<file path="src/rtl/dotn_acc.sv">
// dotn_acc: pipelined signed dot product with a registered adder tree.
// Rows stream as first/last-framed beats and produce one result each.
module dotn_acc #(
    parameter int LANES  = 8,
    parameter int IWIDTH = 8,
    parameter int OWIDTH = 32
) (
    input  logic                           clk,
    input  logic                           rst,
    input  logic [LANES*IWIDTH-1:0]        vec0,
    input  logic [LANES*IWIDTH-1:0]        vec1,
    input  logic                           ivalid,
    input  logic                           ifirst,
    input  logic                           ilast,
    output logic signed [OWIDTH-1:0]       result,
    output logic                           ovalid
);

    localparam int D  = $clog2(LANES);
    localparam int PW = 2 * IWIDTH;

    logic [LANES*IWIDTH-1:0] a_q;
    logic [LANES*IWIDTH-1:0] b_q;
    // Sideband {valid, first, last}; index 0 is S1, index D+1 meets the tree output.
    logic [2:0]              sb_q [D+2];

    always_ff @(posedge clk) begin
        if (rst) begin
            a_q <= '0;
            b_q <= '0;
            for (int i = 0; i < D + 2; i++) sb_q[i] <= '0;
        end else begin
            a_q <= vec0;
            b_q <= vec1;
            sb_q[0] <= {ivalid, ifirst, ilast};
            for (int i = 1; i < D + 2; i++) sb_q[i] <= sb_q[i-1];
        end
    end

    for (genvar k = 0; k <= D; k++) begin : g_lvl
        localparam int N = LANES >> k;
        localparam int W = PW + k;
        logic signed [W-1:0] s_q [N];

        if (k == 0) begin : g_mul
            always_ff @(posedge clk) begin
                if (rst) begin
                    for (int j = 0; j < N; j++) s_q[j] <= '0;
                end else begin
                    for (int j = 0; j < N; j++) begin
                        s_q[j] <=
                          PW'($signed(a_q[(LANES-1-j)*IWIDTH +: IWIDTH]))
                        * PW'($signed(b_q[(LANES-1-j)*IWIDTH +: IWIDTH]));
                    end
                end
            end
        end else begin : g_add
            always_ff @(posedge clk) begin
                if (rst) begin
                    for (int j = 0; j < N; j++) s_q[j] <= '0;
                end else begin
                    for (int j = 0; j < N; j++) begin
                        s_q[j] <= W'(g_lvl[k-1].s_q[2*j])
                                + W'(g_lvl[k-1].s_q[2*j+1]);
                    end
                end
            end
        end
    end

    logic signed [OWIDTH-1:0] sum_ext;
    logic                     beat_v;
    logic                     beat_f;
    logic                     beat_l;
    logic signed [OWIDTH-1:0] acc_q;
    logic signed [OWIDTH-1:0] acc_d;
    logic signed [OWIDTH-1:0] res_q;
    logic signed [OWIDTH-1:0] res_d;
    logic                     ov_q;
    logic                     ov_d;

    assign sum_ext = OWIDTH'(g_lvl[D].s_q[0]);
    assign beat_v  = sb_q[D+1][2];
    assign beat_f  = sb_q[D+1][1];
    assign beat_l  = sb_q[D+1][0];

    always_comb begin
        acc_d = acc_q;
        res_d = res_q;
        ov_d  = 1'b0;
        if (beat_v) begin
            acc_d = beat_f ? sum_ext : acc_q + sum_ext;
            if (beat_l) begin
                res_d = acc_d;
                ov_d  = 1'b1;
            end
        end
    end

    always_ff @(posedge clk) begin
        if (rst) begin
            acc_q <= '0;
            res_q <= '0;
            ov_q  <= 1'b0;
        end else begin
            acc_q <= acc_d;
            res_q <= res_d;
            ov_q  <= ov_d;
        end
    end

    assign result = res_q;
    assign ovalid = ov_q;

endmodule

</file>
<file path="config.mk">
export PLATFORM = sky130hd
export DESIGN_NAME = dotn_acc
export DESIGN_NICKNAME = d
export VERILOG_FILES = /design/src/rtl/dotn_acc.sv
export SDC_FILE = /design/constraint.sdc
export NUM_CORES = 2
export LEC_CHECK = 0
export CAP_MARGIN = 5
export CELL_PAD_IN_SITES_DETAIL_PLACEMENT = 1
export CELL_PAD_IN_SITES_GLOBAL_PLACEMENT = 1
export CORE_UTILIZATION = 25
export DETAILED_ROUTE_END_ITERATION = 16
export MAX_ROUTING_LAYER = met4
export PLACE_DENSITY_LB_ADDON = 0.1
export SLEW_MARGIN = 20
export SYNTH_ARGS = -nofsm -noshare
export SYNTH_HDL_FRONTEND = slang
export SYNTH_SLANG_ARGS = --single-unit
</file>
<file path="constraint.sdc">
create_clock -name clk -period 6.2 [get_ports clk]
set_input_delay 0.93 -clock clk [delete_from_list [all_inputs] [get_ports clk]]
set_output_delay 0.93 -clock clk [all_outputs]
set_load 0.02 [all_outputs]
</file>
==> metrics <==
status finished, final reports clean; reg2reg start b_q[42]; Hold Path Origin sb_q[0][11]; R2R depth 19; number of buffers and inverters on the critical path 5; DR iter-0 viols 655; Setup-failing EPs final 0; ys flop type dfxtp_1; top post-synthesis cells by area dfxtp_1 (24%), fa_1 (24%), ha_1 (12%), inv_1 (7.3%), and2_1 (5.5%); crit-path cells and2_1 -> fa_1 -> inv_1 -> fa_1 -> inv_1 -> fa_1 -> inv_1 -> fa_1 -> inv_1 -> ha_1 -> inv_1 -> o21ai_0 -> a21oi_1 -> o21ai_0 -> a21oi_1 -> o21ai_0 -> a2111oi_0 -> o21ai_0 -> a21oi_1; Setup CP Type reg -> reg; commonest non-fill, non-tap cell in the layout inv_1; Syn Inst Count 4126; Synth Net Count 5086; overall global routing resource usage 13.5%; FF-to-FF setup slack 1180 ps; clk slew on worst S/H paths 50 ps; worst setup path startpoint b_q[42]; Syn-to-layout area delta 16.3%; pwr dens 252 nW/um2; max cap viols 0; core area 150000 um2; Placed Area 42000 um2; setup_tns 0 ps; cts hold-fix bufs 0; Switching Share 34.6%; vias in the first global route 29200; die area 154000 um2; worst path required time 6730 ps; # diodes 0; #FFs+latches synth 459; largest net degree at the start of global routing 135; combinational power share 32.0%; Final Max Slew Viols 0; Rel. slew slack 40.6%; Vias 26600; static leakage 20.5 nW; sequential cell area fraction in the yosys report 24.1%; maximum clock rate 199 MHz; ys async rst share 0%; CP startpoint kind flip-flop; Final Hold Viols 0; Crit path max-delay family adder cells; Initial Util 25.3%; Synth cell types 67; Layout Skew 26.2 ps; Flop pwr share 33.2%; CTS sink count 459; most frequent CP cell inv_1; Setup Buffers After CTS 0; TritonRoute pass-1 iters 4; CP max FO 8; most frequent cells in the layout inv_1 (744), dfxtp_1 (458), fa_1 (448), ha_1 (379), and2_1 (333); Max VDD drop 0.185 mV; Clk Latency, worst-skew pair 640 ps; post-CTS sizing 0; DRC errors left 0; Root Buffer clkbuf_16; slowest CP cell fa_1; Worst Hold Class reg -> reg; area leader, netlist dfxtp_1; final instance area 44200 um2; FP Rows 142; I/O pin cnt 166; RSZ-0062 raised after global routing false; Max stage delay on crit path 540 ps; Die X 392 um; DIE HEIGHT 392 um; initial antenna violation count 2; routability cong. 0.764; Worst EP arrival 5550 ps; top-area cell type share of the netlist area 24.1%; number of nets with antenna violations after routing 0; CTS H-tree depth 3; switching component of the power 3.85 mW; Cell Int Power 7.30 mW; clk buf depth 3; first-pass GRT wire length 161 mm; Via density 4.18; number of nets in the layout 5253; routed length per instance 15.3 um; Setup crit end kind flip-flop; final wirelength 97.2 mm; dpl hpwl 77.3 mm; slew at the pin closest to its max-slew limit 891 ps; # port buffers 165; Clock Power Share 34.8%; Num CTS Buffers 67; crit share post-route 80.9%; CTS tree yes; Worst Hold End sb_q[0][14]; RR Endpoint g_lvl[0].s_q[0][47]; Final Critical Period 5020 ps; Syn Area/Cell 9.22 um2; Worst Hold Depth 1; total gr overflow 0; number of synthesized flops with an enable pin 0; share of cells above drive strength 1 3.52%; Netlist Area Pre-Place 38100 um2; Syn. warnings 0
-- synth_stat cells, types with 19 or more instances --
cell and number:
clkbuf_1 65, xnor2_1 130, a211oi_1 52, nor2b_1 265, o21ai_0 122, dfxtp_1 459, ha_1 379, nand2_1 193
and2_1 334, nor3_1 87, fa_1 448, nand3_1 21, inv_1 744, nand2b_1 27, o21a_1 19, a21boi_0 40
a21oi_1 146, xor2_1 53, nor2_1 270, a21o_1 65
-- area by class of cell --
type	count	area (um2)
clock buffer	99	1970
clock inverter	20	234
fill	17400	106000
inverter	745	2800
multi-input combinational	2847	25800
sequential	459	9190
tap	2016	2520
timing repair buffer	173	1740
-- kinds of logic after synthesis --
group	after synthesis	share of synthesized area, %
buf+inv	820	8.09
flops	459	24.1
fa+ha+maj	827	36.0
mux	20	0.566
xor+xnor	183	4.21
compound gates	543	9.27
simple gates	1274	17.7
-- layer usage --
metal	up-vias	global-route usage [%]	wire length (um)
met3	97	1.83	2740
met1	12900	19.0	50700
met2	231	20.3	42100
li1	13300	-	-
met5	-	-	0
met4	0	3.32	1730
-- power by group through the flow --
stage	Clock [mW]	Sequential [mW]	Combinational, mW
after floorplan	0	3.58	2.69
after global placement	0	3.80	3.64
after detailed placement	0	3.79	3.63
after CTS	4.10	3.73	3.68
after global routing	4.21	3.76	4.17
final	3.88	3.71	3.57
-- per-stage QoR --
step	total power, mW	hold WS, ps	setup slack (ps)	utilization [%]	cells
floorplan	6.28	414	1720	-	4126
global placement	7.43	416	1190	27.9	6240
detailed placement	7.42	427	1180	27.9	6240
CTS	11.5	440	1130	29.4	6359
global route	12.1	461	675	29.4	6359
finish	11.2	434	1180	29.4	6359
-- worst register-to-register path, stage by stage, from the launching register on --
cell,delay [ps]
dfxtp_1,430
and2_1,220
fa_1,540
inv_1,60
fa_1,530
inv_1,50
fa_1,470
inv_1,50
fa_1,470
inv_1,40
ha_1,280
inv_1,90
o21ai_0,100
a21oi_1,220
o21ai_0,120
a21oi_1,230
o21ai_0,150
a2111oi_0,520
o21ai_0,170
a21oi_1,210
-- sequential cells by signal, summed over array words and instances (netlist names) --
name and cells:
acc_q 32, result 32, a_q 64, ovalid 1, sb_q 15, g_lvl.s_q 251
b_q 64
-- worst max-delay path by stage --
stage	to	slack (ps)	cells after the start
floorplan	g_lvl[0].s_q[0][15]	1720	19
global placement	g_lvl[0].s_q[0][79]	1190	19
detailed placement	g_lvl[0].s_q[0][79]	1180	19
CTS	g_lvl[0].s_q[0][79]	1130	19
global route	g_lvl[0].s_q[0][46]	670	20
finish	g_lvl[0].s_q[0][47]	1180	19
No activity file was read; power rests on OpenSTA's default activity.
